==> config.mk <==
export PLATFORM = sky130hd
export DESIGN_NAME = uart_tx_arbiter_flat
export DESIGN_NICKNAME = d
export VERILOG_FILES = /design/src/rtl/uart_tx_arbiter_if.sv /design/src/rtl/uart_tx_arbiter.sv /design/src/flat_wrapper.sv
export SDC_FILE = /design/constraint.sdc
export NUM_CORES = 1
export LEC_CHECK = 0
export BUFFER_PORTS_ARGS = -buffer_cell sky130_fd_sc_hd__buf_2
export CELL_PAD_IN_SITES_DETAIL_PLACEMENT = 1
export CELL_PAD_IN_SITES_GLOBAL_PLACEMENT = 1
export CORE_MARGIN = 2
export CORE_UTILIZATION = 24
export CTS_CLUSTER_SIZE = 16
export DETAILED_ROUTE_END_ITERATION = 8
export PLACE_DENSITY_LB_ADDON = 0.2
export SYNTH_ARGS = -nofsm -noshare
export SYNTH_HDL_FRONTEND = slang
export SYNTH_SLANG_ARGS = --single-unit
==> constraint.sdc <==
create_clock -name clk -period 1.4 [get_ports clk]
set_input_delay 0.21 -clock clk [delete_from_list [all_inputs] [get_ports clk]]
set_output_delay 0.21 -clock clk [all_outputs]
set_load 0.02 [all_outputs]
==> src/rtl/uart_tx_arbiter_if.sv <==
// Requester / TX-FIFO side bundle of the UART transmit arbiter.
interface uart_tx_arbiter_if #(
  parameter int unsigned NREQ = 4,
  parameter int unsigned IDW  = 2
);
  logic [NREQ-1:0]   req;
  logic [NREQ*8-1:0] req_data;
  logic [NREQ-1:0]   req_last;
  logic [NREQ-1:0]   ack;
  logic              tx_full;
  logic              wr_uart;
  logic [7:0]        w_data;
  logic              busy;
  logic [IDW-1:0]    owner;
  logic              trunc;

  // Environment side: requesters plus the FIFO full flag.
  modport master (
    output req, req_data, req_last, tx_full,
    input  ack, wr_uart, w_data, busy, owner, trunc
  );

  // Arbiter side.
  modport slave (
    input  req, req_data, req_last, tx_full,
    output ack, wr_uart, w_data, busy, owner, trunc
  );
endinterface

==> src/rtl/uart_tx_arbiter.sv <==
// Round-robin arbiter sharing one UART TX FIFO write port between NREQ
// requesters; a grant is held for a whole frame (or MAX_FRAME bytes).
module uart_tx_arbiter #(
  parameter int unsigned NREQ      = 4,
  parameter int unsigned IDW       = 2,
  parameter int unsigned MAX_FRAME = 16
) (
  input logic              clk,
  input logic              reset,
  uart_tx_arbiter_if.slave bus
);

  localparam int unsigned     CNTW      = $clog2(MAX_FRAME) + 1;
  localparam logic [CNTW-1:0] CNT_LAST  = CNTW'(MAX_FRAME - 1);
  localparam logic [IDW-1:0]  OWNER_RST = IDW'(NREQ - 1);

  typedef enum logic {
    S_IDLE = 1'b0,
    S_LOCK = 1'b1
  } state_t;

  state_t          r_state;
  state_t          w_state_nxt;
  logic [IDW-1:0]  r_owner;
  logic [IDW-1:0]  w_owner_nxt;
  logic [CNTW-1:0] r_cnt;
  logic [CNTW-1:0] w_cnt_nxt;
  logic            r_trunc;
  logic            w_trunc_nxt;

  logic            w_sel_req;
  logic            w_sel_last;
  logic [7:0]      w_sel_data;
  logic            w_found;
  logic [IDW-1:0]  w_rr_idx;
  logic            w_write;
  logic [NREQ-1:0] w_ack;

  // Select the current owner's request, last flag and byte.
  always_comb begin
    w_sel_req  = 1'b0;
    w_sel_last = 1'b0;
    w_sel_data = 8'h00;
    for (int i = 0; i < int'(NREQ); i++) begin
      if (r_owner == IDW'(i)) begin
        w_sel_req  = bus.req[i];
        w_sel_last = bus.req_last[i];
        w_sel_data = bus.req_data[8*i +: 8];
      end
    end
  end

  // Round-robin search starting just after the last owner; the smallest
  // offset is evaluated last so it takes priority.
  always_comb begin
    w_found  = 1'b0;
    w_rr_idx = r_owner;
    for (int k = int'(NREQ); k >= 1; k--) begin
      for (int j = 0; j < int'(NREQ); j++) begin
        if (bus.req[j] && (((int'(r_owner) + k) % int'(NREQ)) == j)) begin
          w_found  = 1'b1;
          w_rr_idx = IDW'(j);
        end
      end
    end
  end

  assign w_write = (r_state == S_LOCK) && w_sel_req && !bus.tx_full;

  // One-hot acknowledge to the owner for the byte written this cycle.
  always_comb begin
    w_ack = '0;
    for (int i = 0; i < int'(NREQ); i++) begin
      w_ack[i] = w_write && (r_owner == IDW'(i));
    end
  end

  // Next-state logic: grant, count bytes, release on last/abandon/limit.
  always_comb begin
    w_state_nxt = r_state;
    w_owner_nxt = r_owner;
    w_cnt_nxt   = r_cnt;
    w_trunc_nxt = 1'b0;
    case (r_state)
      S_IDLE: begin
        if (w_found) begin
          w_owner_nxt = w_rr_idx;
          w_cnt_nxt   = '0;
          w_state_nxt = S_LOCK;
        end
      end
      S_LOCK: begin
        if (!w_sel_req) begin
          // Requester walked away mid-frame; keep owner for fairness.
          w_state_nxt = S_IDLE;
        end else if (w_write) begin
          w_cnt_nxt = r_cnt + CNTW'(1);
          if (w_sel_last) begin
            w_state_nxt = S_IDLE;
          end else if (r_cnt == CNT_LAST) begin
            w_state_nxt = S_IDLE;
            w_trunc_nxt = 1'b1;
          end
        end
      end
      default: w_state_nxt = S_IDLE;
    endcase
  end

  // State and bookkeeping registers.
  always_ff @(posedge clk or posedge reset) begin
    if (reset) begin
      r_state <= S_IDLE;
      r_owner <= OWNER_RST;
      r_cnt   <= '0;
      r_trunc <= 1'b0;
    end else begin
      r_state <= w_state_nxt;
      r_owner <= w_owner_nxt;
      r_cnt   <= w_cnt_nxt;
      r_trunc <= w_trunc_nxt;
    end
  end

  assign bus.wr_uart = w_write;
  assign bus.w_data  = w_sel_data;
  assign bus.ack     = w_ack;
  assign bus.busy    = (r_state == S_LOCK);
  assign bus.owner   = r_owner;
  assign bus.trunc   = r_trunc;

endmodule

==> src/flat_wrapper.sv <==
// flat-port wrapper written by rule: the top's interface ports become plain ports
module uart_tx_arbiter_flat 
#(
  parameter int unsigned NREQ      = 4,
  parameter int unsigned IDW       = 2,
  parameter int unsigned MAX_FRAME = 16
)
  (clk, reset, bus_req, bus_req_data, bus_req_last, bus_tx_full, bus_ack, bus_wr_uart, bus_w_data, bus_busy, bus_owner, bus_trunc);
  uart_tx_arbiter_if #(.NREQ(NREQ), .IDW(IDW)) bus_i ();
  input logic clk;
  input logic reset;
  input wire logic [$bits(bus_i.req)-1:0] bus_req;
  input wire logic [$bits(bus_i.req_data)-1:0] bus_req_data;
  input wire logic [$bits(bus_i.req_last)-1:0] bus_req_last;
  input wire logic [$bits(bus_i.tx_full)-1:0] bus_tx_full;
  output wire logic [$bits(bus_i.ack)-1:0] bus_ack;
  output wire logic [$bits(bus_i.wr_uart)-1:0] bus_wr_uart;
  output wire logic [$bits(bus_i.w_data)-1:0] bus_w_data;
  output wire logic [$bits(bus_i.busy)-1:0] bus_busy;
  output wire logic [$bits(bus_i.owner)-1:0] bus_owner;
  output wire logic [$bits(bus_i.trunc)-1:0] bus_trunc;
  assign bus_i.req = bus_req;
  assign bus_i.req_data = bus_req_data;
  assign bus_i.req_last = bus_req_last;
  assign bus_i.tx_full = bus_tx_full;
  assign bus_ack = bus_i.ack;
  assign bus_wr_uart = bus_i.wr_uart;
  assign bus_w_data = bus_i.w_data;
  assign bus_busy = bus_i.busy;
  assign bus_owner = bus_i.owner;
  assign bus_trunc = bus_i.trunc;
  uart_tx_arbiter #(.NREQ(NREQ), .IDW(IDW), .MAX_FRAME(MAX_FRAME)) u_core (.clk(clk), .reset(reset), .bus(bus_i));
endmodule
==> results of run 1 <==
-- cell usage after synthesis --
cell type,n,area (um^2)
sky130_fd_sc_hd__inv_4,1,6.26
sky130_fd_sc_hd__o31a_1,1,8.76
sky130_fd_sc_hd__nand4_2,1,12.5
sky130_fd_sc_hd__nor2b_1,2,12.5
sky130_fd_sc_hd__o211ai_1,2,15.0
sky130_fd_sc_hd__buf_6,1,11.3
sky130_fd_sc_hd__inv_1,3,11.3
sky130_fd_sc_hd__dfstp_2,2,52.6
sky130_fd_sc_hd__nand3_1,2,10.0
sky130_fd_sc_hd__mux2i_1,3,30.0
sky130_fd_sc_hd__a21o_1,1,7.51
sky130_fd_sc_hd__nand2_1,8,30.0
sky130_fd_sc_hd__nor3_1,1,5.00
sky130_fd_sc_hd__dfrtp_1,7,175
sky130_fd_sc_hd__o22ai_1,1,6.26
sky130_fd_sc_hd__and3_1,1,6.26
sky130_fd_sc_hd__nor3b_1,3,22.5
sky130_fd_sc_hd__nand2_4,1,11.3
sky130_fd_sc_hd__nor2_1,6,22.5
sky130_fd_sc_hd__nand2b_1,1,6.26
sky130_fd_sc_hd__o21ai_0,6,30.0
sky130_fd_sc_hd__a21oi_1,2,10.0
sky130_fd_sc_hd__o21ai_1,1,5.00
sky130_fd_sc_hd__ha_1,2,25.0
sky130_fd_sc_hd__mux4_2,10,225
sky130_fd_sc_hd__buf_2,3,15.0
-- report_power, final --
part           switching, uW  internal, uW  total, uW
sequential              69.2           354        423
clock                   98.5           110        209
combinational            945          1140       2090
total                   1110          1610       2720
-- worst min-delay path: stages --
cell                      delay, ps
sky130_fd_sc_hd__buf_2           90
sky130_fd_sc_hd__nor2_1          50
sky130_fd_sc_hd__o21ai_1        110
-- what timing repair did --
| action | CTS | global route |
|---|---|---|
| setup buffers | 4 | 7 |
| hold endpoints to repair | 7 | 0 |
| gates resized for setup | 7 | 18 |
| pin swaps | 1 | 3 |
| gates cloned | 0 | 3 |
| setup endpoints to repair | 22 | 22 |
| hold buffers | 1 | 0 |
-- layout make-up --
class	count	area [um^2]	area share, %
clock buffer	4	26.3	1.80
inverter	4	20.0	1.37
tap	44	55.1	3.76
timing repair buffer	84	597	40.8
multi-input combinational	55	537	36.7
sequential	9	228	15.6
-- worst min path at each step --
stage / startpoint / end / cells after the start
after floorplan: reset / u_core.bus.busy / 1
after global placement: reset / u_core.r_cnt[1] / 2
after detailed placement: reset / u_core.r_cnt[1] / 2
after CTS: bus_tx_full / u_core.bus.busy / 3
after global routing: bus_tx_full / u_core.bus.busy / 3
final: bus_tx_full / u_core.bus.busy / 3
-- routing by layer --
layer,part of all wire (%),routed length [um],track usage (%)
met5,0,0,0
met4,0.43,12,3.73
met3,8.4,235,4.69
met2,53,1480,27.6
met1,38,1050,16.0
-- through the flow --
step	hold slack (ps)	TNS, ps	util [%]	instances	setup slack (ps)
2_1_floorplan	36.5	-3740	-	72	-271
3_3_place_gp	192	-3820	40.0	182	-237
3_5_place_dp	192	-4080	40.0	182	-250
4_1_cts	238	-8660	42.8	191	-535
5_1_grt	265	-10780	47.9	200	-596
6_report	234	-9150	47.9	200	-523
-- cells by family after synthesis --
logic type	synth area share (%)
mux	33.0
flops	29.5
simple gates	18.0
buf+inv	5.66
fa+ha+maj	3.24
compound gates	10.7
-- registers in the layout (all words and copies together), names as in the netlist --
| name | flops |
|---|---|
| u_core.bus.busy | 1 |
| u_core.bus.owner | 2 |
| u_core.bus.trunc | 1 |
| u_core.r_cnt | 5 |
==> results.txt, run 1 <==
----------------------------------------------------
[Global route]
  Total GRT Usage ... 14.8%
  Initial antenna violation count ... 0
  Maximum number of pins on one net before global-route repair ... 21
  First-pass GRT wire length ... 4.02 mm
  Leftover overflow at the end of global routing ... 0
  Number of global-route vias before repair ... 947

[Critical path]
  Critical path destination ... bus_ack[1]
  Cell at the slowest stage of the critical path ... sky130_fd_sc_hd__dfstp_2
  Slowest Stage Delay on Critical Path ... 540 ps
  Worst setup path start ... u_core.bus.owner[1]
  Arrival time worst endpoint ... 1710 ps
  Gate family responsible for the most delay along the worst path ... flip-flops
  Kind of start point of the critical path ... register
  Crit Path Max Fanout ... 6
  Register-to-register setup slack ... -480 ps
  Required time of the critical path ... 1190 ps
  Number of buffer and inverter stages on the critical path ... 1
  Critical path cell sequence ... mux4_2 -> nand2_4 -> nor3b_2 -> buf_4
  Startpoint of the worst register-to-register path ... u_core.bus.owner[1]
  Count of cell instances traversed by the critical path ... 4
  Reg2Reg Depth ... 8
  Category of the most critical setup path ... register to output pin
  Nature of the critical path endpoint ... output pin
  Endpoint of the lowest-slack register-to-register path ... u_core.r_cnt[0]

[Clock network]
  Clock Pin Slew Worst Setup and Hold Paths ... 70 ps
  Maximum buffer depth of the clock tree ... 2
  Number of clock sinks ... 9
  CTS Root Buffer Type ... sky130_fd_sc_hd__clkbuf_4
  Number of buffers created by CTS ... 3
  Clock latency at the later pin of the worst-skew pair ... 270 ps
  CTS tree ... done
  Number of H-tree levels ... 1

[Synthesis]
  Proportion of synthesized chip area in sequential cells ... 29.4%
  Total of warnings raised by yosys ... 0
  Post-Syn Instances ... 72
  Mean Syn Cell Area ... 10.7 um^2
  Cell area after technology mapping ... 773 um^2
  Synth cell types ... 26
  Count of state elements after synthesis ... 9
  Post-synthesis net count ... 117

[STA]
  Final clock period utilization by the worst path ... 137%
  Worst Tran Pin Value ... 354 ps
  Max-Slew Margin vs Limit ... 76.4%
  Final Skew ... 9.10 ps
  Number of hold violations in the final report ... 0
  Max Transition Viols Final ... 0
  Fmax achieved ... 520 MHz
  Final setup vio count ... 22
  Minimum period implied by the final worst setup slack ... 1920 ps
  Setup slack after layout ... -523 ps
  RSZ-0062 raised after global routing ... true

[Die]
  Die Span X ... 60.8 um
  Die ar. ... 3690 um^2
  Initial core utilization ... 25.3%
  Core box area ... 3050 um^2
  Site Rows ... 20
  I/O pin count ... 60
  Die Ht ... 60.8 um

[Routing]
  Detailed-route vias per instance ... 4.75
  WL per Instance ... 13.9 um
  ANT nets after route ... 0
  DRC violation count after routing ... 0
  Overall via count from detail_route ... 950
  Detailed Routing Iterations Pass 1 ... 3
  Total wire length after detailed routing ... 2.78 mm
  Starting DRT DRC Count ... 8

[Outcome]
  Run status ... finished, violations left
  Violations in the final reports ... setup timing

[Place]
  Cell area reported after detailed placement ... 1220 um^2
  HPWL after detailed placement ... 2.01 mm
  Port Buf Inserts ... 59
  Last weighted congestion value of the routability-driven placer ... 0.782

[Power]
  Total power draw ... 2720 uW
  Largest vdd supply drop ... 1110 uV
  P_leak ... 0.000745 uW
  Power density normalized to cell area ... 1860 nW/um^2

[Job]
  Max_cap viols ... 0

[Final layout]
  ANT cells ... 0
  Post-layout net count ... 202
  Number of filler instances in the final layout ... 390
  Layout cells sized above 1 ... 69.2%
  Commonest non-fill, non-tap cell in the layout ... sky130_fd_sc_hd__buf_2
  Commonest non-fill, non-tap cells in the layout ... sky130_fd_sc_hd__buf_2 (52), sky130_fd_sc_hd__buf_4 (19), sky130_fd_sc_hd__mux4_2 (10)
  Area grow syn2layout ... 89.2%
  Design area ... 1460 um^2

[Min path]
  Hold Path Class ... input pin to register

----------------------------------------------------
(Power assumes the default switching activity.)
==> inputs of run 2 (changes only) <==
- ABC_AREA: not set -> 1
==> run 2 against run 1 <==
  * The flow still finishes with violations (setup timing)
  * Synthesized area rose by 22%
  * Wire length rose by 62%
  * Maximum frequency fell by 5.7%
  * Final cell count rose by 50%
  * Clock skew fell by 6.7 ps
  * Worst setup slack got worse by 120 ps
  * Synthesized cell count rose by 110%
  * Utilization rose by 5.0 points
  * Sequential power rose by 13%
==> results.txt, run 2 <==
----------------------------------------------------
[Synthesis]
  Ranking of synthesized cells by instance count ... sky130_fd_sc_hd__nand2_1 (71), sky130_fd_sc_hd__nand4_1 (11), sky130_fd_sc_hd__inv_1 (8), sky130_fd_sc_hd__dfrtp_1 (7), sky130_fd_sc_hd__nor2_1 (7) (was sky130_fd_sc_hd__mux4_2 (10), sky130_fd_sc_hd__nand2_1 (8), sky130_fd_sc_hd__dfrtp_1 (7), sky130_fd_sc_hd__nor2_1 (6), sky130_fd_sc_hd__o21ai_0 (6))
  Post-synthesis net count ... 196 (was 117)
  Largest area contributor in the synthesized netlist ... sky130_fd_sc_hd__nand2_1 (was sky130_fd_sc_hd__mux4_2)
  Synth cell types ... 29 (was 26)
  Total of warnings raised by yosys ... 0 (unchanged)
  Proportion of synthesized chip area in sequential cells ... 24.1% (was 29.4%)
  Most common cell in the netlist ... sky130_fd_sc_hd__nand2_1 (was sky130_fd_sc_hd__mux4_2)
  Mean Syn Cell Area ... 6.26 um^2 (was 10.7 um^2)
  Number of enable flip-flop cells after synthesis ... 0 (unchanged)
  Count of state elements after synthesis ... 9 (unchanged)
  Share of async-settable or async-resettable flops after synthesis ... 100% (unchanged)
  Cell area after technology mapping ... 946 um^2 (was 773 um^2)
  Post-synth top flop ... sky130_fd_sc_hd__dfrtp_1 (unchanged)
  Top cells by area, synth ... sky130_fd_sc_hd__nand2_1 (28%), sky130_fd_sc_hd__dfrtp_1 (19%), sky130_fd_sc_hd__nand4_1 (7.3%) (was sky130_fd_sc_hd__mux4_2 (29%), sky130_fd_sc_hd__dfrtp_1 (23%), sky130_fd_sc_hd__dfstp_2 (6.8%))
  Post-Syn Instances ... 151 (was 72)
  Share of the synthesized area in the top cell type ... 28.2% (was 29.1%)

[Power]
  Net Sw Frac ... 48.8% (was 40.9%)
  Share of power burned in registers ... 10.5% (was 15.6%)
  Largest vdd supply drop ... 1030 uV (was 1110 uV)
  Power dissipated by switching net loads ... 2230 uW (was 1110 uW)
  P_leak ... 0.00101 uW (was 0.000745 uW)
  Internal power consumption ... 2340 uW (was 1610 uW)
  Power density normalized to cell area ... 2330 nW/um^2 (was 1860 nW/um^2)
  Part of the power in the clock network ... 6.7% (was 7.7%)
  Logic gate share of total power ... 82.8% (was 76.8%)

[STA]
  Setup slack after layout ... -638 ps (was -523 ps)
  Final Skew ... 2.37 ps (was 9.10 ps)
  Number of hold violations in the final report ... 0 (unchanged)
  Max Transition Viols Final ... 0 (unchanged)
  Final clock period utilization by the worst path ... 146% (was 137%)
  Minimum period implied by the final worst setup slack ... 2040 ps (was 1920 ps)
  Worst Tran Pin Value ... 390 ps (was 354 ps)
  RSZ-0062 raised after global routing ... true (unchanged)
  Final setup vio count ... 23 (was 22)
  Worst hold margin ... 371 ps (was 234 ps)
  Max-Slew Margin vs Limit ... 74.0% (was 76.4%)
  Fmax achieved ... 491 MHz (was 520 MHz)

[Routing]
  Detailed Routing Iterations Pass 1 ... 4 (was 3)
  WL per Instance ... 15.1 um (was 13.9 um)
  Starting DRT DRC Count ... 30 (was 8)
  Total wire length after detailed routing ... 4.52 mm (was 2.78 mm)
  Detailed-route vias per instance ... 4.82 (was 4.75)
  DRC violation count after routing ... 0 (unchanged)
  Overall via count from detail_route ... 1445 (was 950)
  ANT nets after route ... 0 (unchanged)

[Final layout]
  Commonest non-fill, non-tap cell in the layout ... sky130_fd_sc_hd__nand2_1 (was sky130_fd_sc_hd__buf_2)
  Number of filler instances in the final layout ... 479 (was 390)
  Area grow syn2layout ... 108% (was 89.2%)
  ANT cells ... 0 (unchanged)
  Post-layout net count ... 298 (was 202)
  Area of the multi-input gates ... 767 um^2 (was 537 um^2)
  Layout cells sized above 1 ... 61.9% (was 69.2%)
  Commonest non-fill, non-tap cells in the layout ... sky130_fd_sc_hd__nand2_1 (53), sky130_fd_sc_hd__buf_2 (45), sky130_fd_sc_hd__buf_4 (31) (was sky130_fd_sc_hd__buf_2 (52), sky130_fd_sc_hd__buf_4 (19), sky130_fd_sc_hd__mux4_2 (10))
  Area of all sequential standard cells ... 228 um^2 (unchanged)
  Number of flip-flops in the largest register ... 5 (unchanged)
  Register name with the most flops ... u_core.r_cnt (unchanged)

[Global route]
  Number of global-route vias before repair ... 1465 (was 947)
  First-pass GRT wire length ... 6.80 mm (was 4.02 mm)
  Initial antenna violation count ... 0 (unchanged)
  Maximum number of pins on one net before global-route repair ... 11 (was 21)
  Total GRT Usage ... 19.9% (was 14.8%)
  Leftover overflow at the end of global routing ... 0 (unchanged)

[Place]
  Worst setup timing slack at the placement stage ... -504 ps (was -250 ps)
  HPWL after detailed placement ... 3.25 mm (was 2.01 mm)
  Last weighted congestion value of the routability-driven placer ... 0.810 (was 0.782)
  Port Buf Inserts ... 59 (unchanged)

[Critical path]
  Cell at the slowest stage of the critical path ... sky130_fd_sc_hd__dfstp_2 (unchanged)
  Kind of start point of the critical path ... register (unchanged)
  Arrival time worst endpoint ... 2160 ps (was 1710 ps)
  Crit Path Max Fanout ... 6 (unchanged)
  Category of the most critical setup path ... register to register (was register to output pin)
  Most used cell, CP ... sky130_fd_sc_hd__nand2_1
  Required time of the critical path ... 1520 ps (was 1190 ps)
  Critical path cell sequence ... buf_4 -> nor2_4 -> nand2_1 -> nand2_1 -> nor2_1 -> nand4_1 -> nor2_1 -> nor2_2 -> nor2_2 -> inv_2 -> nand2_1 -> a21oi_1 (was mux4_2 -> nand2_4 -> nor3b_2 -> buf_4)
  Nature of the critical path endpoint ... register (was output pin)
  Slowest Stage Delay on Critical Path ... 660 ps (was 540 ps)

[Clock network]
  CTS tree ... done (unchanged)
  Clock Pin Slew Worst Setup and Hold Paths ... 50 ps (was 70 ps)
  Clock latency at the later pin of the worst-skew pair ... 230 ps (was 270 ps)
  Number of buffers created by CTS ... 3 (unchanged)
  Number of H-tree levels ... 1 (unchanged)
  Number of clock sinks ... 9 (unchanged)
  Maximum buffer depth of the clock tree ... 2 (unchanged)
  CTS Root Buffer Type ... sky130_fd_sc_hd__clkbuf_8 (was sky130_fd_sc_hd__clkbuf_4)

[Die]
  Die ar. ... 4460 um^2 (was 3690 um^2)
  Core box area ... 3720 um^2 (was 3050 um^2)
  Die Span X ... 66.8 um (was 60.8 um)
  Initial core utilization ... 25.5% (was 25.3%)
  Die Ht ... 66.8 um (was 60.8 um)
  Site Rows ... 22 (was 20)
  I/O pin count ... 60 (unchanged)

[Job]
  Max_cap viols ... 0 (unchanged)

[Outcome]
  Run status ... finished, violations left (unchanged)
  Violations in the final reports ... setup timing (unchanged)

[Min path]
  Hold Path Class ... input pin to register (unchanged)

----------------------------------------------------
==> run 2: path summary, 6_finish.rpt <==
kind | from | endpoint | slack (ps) | depth (start not counted)
worst max-delay path | u_core.bus.owner[1] | u_core.r_cnt[2] | -640 | 12
worst min-delay path | bus_req_last[2] | u_core.bus.trunc | 370 | 5
worst max register to register | u_core.bus.owner[1] | u_core.r_cnt[2] | -640 | 12
worst min register to register | u_core.r_cnt[0] | u_core.r_cnt[0] | 520 | 1
max in group asynchronous | reset | u_core.bus.owner[0] | 580 | 3
min in group asynchronous | reset | u_core.r_cnt[1] | 500 | 3
==> run 2: metrics by stage <==
stage | util (%) | power [uW] | TNS, ps | area (um^2) | std cells
floorplan | - | 2230 | -7240 | 1020 | 151
global placement | 41.5 | 3080 | -6680 | 1540 | 281
detailed placement | 41.5 | 3180 | -7500 | 1540 | 281
CTS | 49.1 | 4110 | -10940 | 1820 | 295
global route | 52.9 | 4880 | -14940 | 1970 | 300
finish | 52.9 | 4580 | -12750 | 1970 | 300
==> run 2: cell type report <==
cell class	instances	share of cell area, %
Timing Repair Buffer	103	40.7
Tap cell	48	3.06
Sequential cell	9	11.6
Inverter	13	3.37
Clock buffer	4	2.29
Multi-Input combinational cell	123	39.0
==> run 2: layer usage <==
metal  track usage, %  vias to the layer above  routed length [um]  share of wire, %
met4             2.30                        0                  39              0.86
met5                0                        -                   0                 0
met1             22.8                      688                1820                40
met2             38.8                       62                2400                53
li1                 -                      691                   -                 -
met3             3.72                        4                 263               5.8
==> run 2: logic make-up after synthesis <==
kind of cell	count (synthesis)	synth area share (%)
AOI/OAI and AO/OA	14	8.47
adders and majority gates	2	2.65
buffers and inverters	19	11.4
DFF	9	24.1
muxes	1	1.06
and+or+nand+nor	106	52.4
==> run 2: power groups by stage <==
stage / logic (uW) / clock network, uW / registers, uW
4_1_cts: 3330 / 309 / 467
3_5_place_dp: 2720 / 0 / 461
6_report: 3790 / 308 / 479
2_1_floorplan: 1750 / 0 / 476
3_3_place_gp: 2630 / 0 / 450
5_1_grt: 4050 / 334 / 488
==> run 2: repair_timing <==
item                                   in CTS  in global routing
pin swaps                                  10                  6
buffers inserted                            9                  5
gates cloned                                1                  0
hold buffers                                1                  0
gates resized for setup                    43                 30
endpoints found under the hold margin       7                  0
setup endpoints to repair                  24                 24
==> run 2: critical path, delay by kind of cell (launching register included) <==
kind | cells | cell delay, ps
buf+inv | 2 | 240
compound gates | 1 | 70
simple gates | 9 | 960
flops | 1 | 660
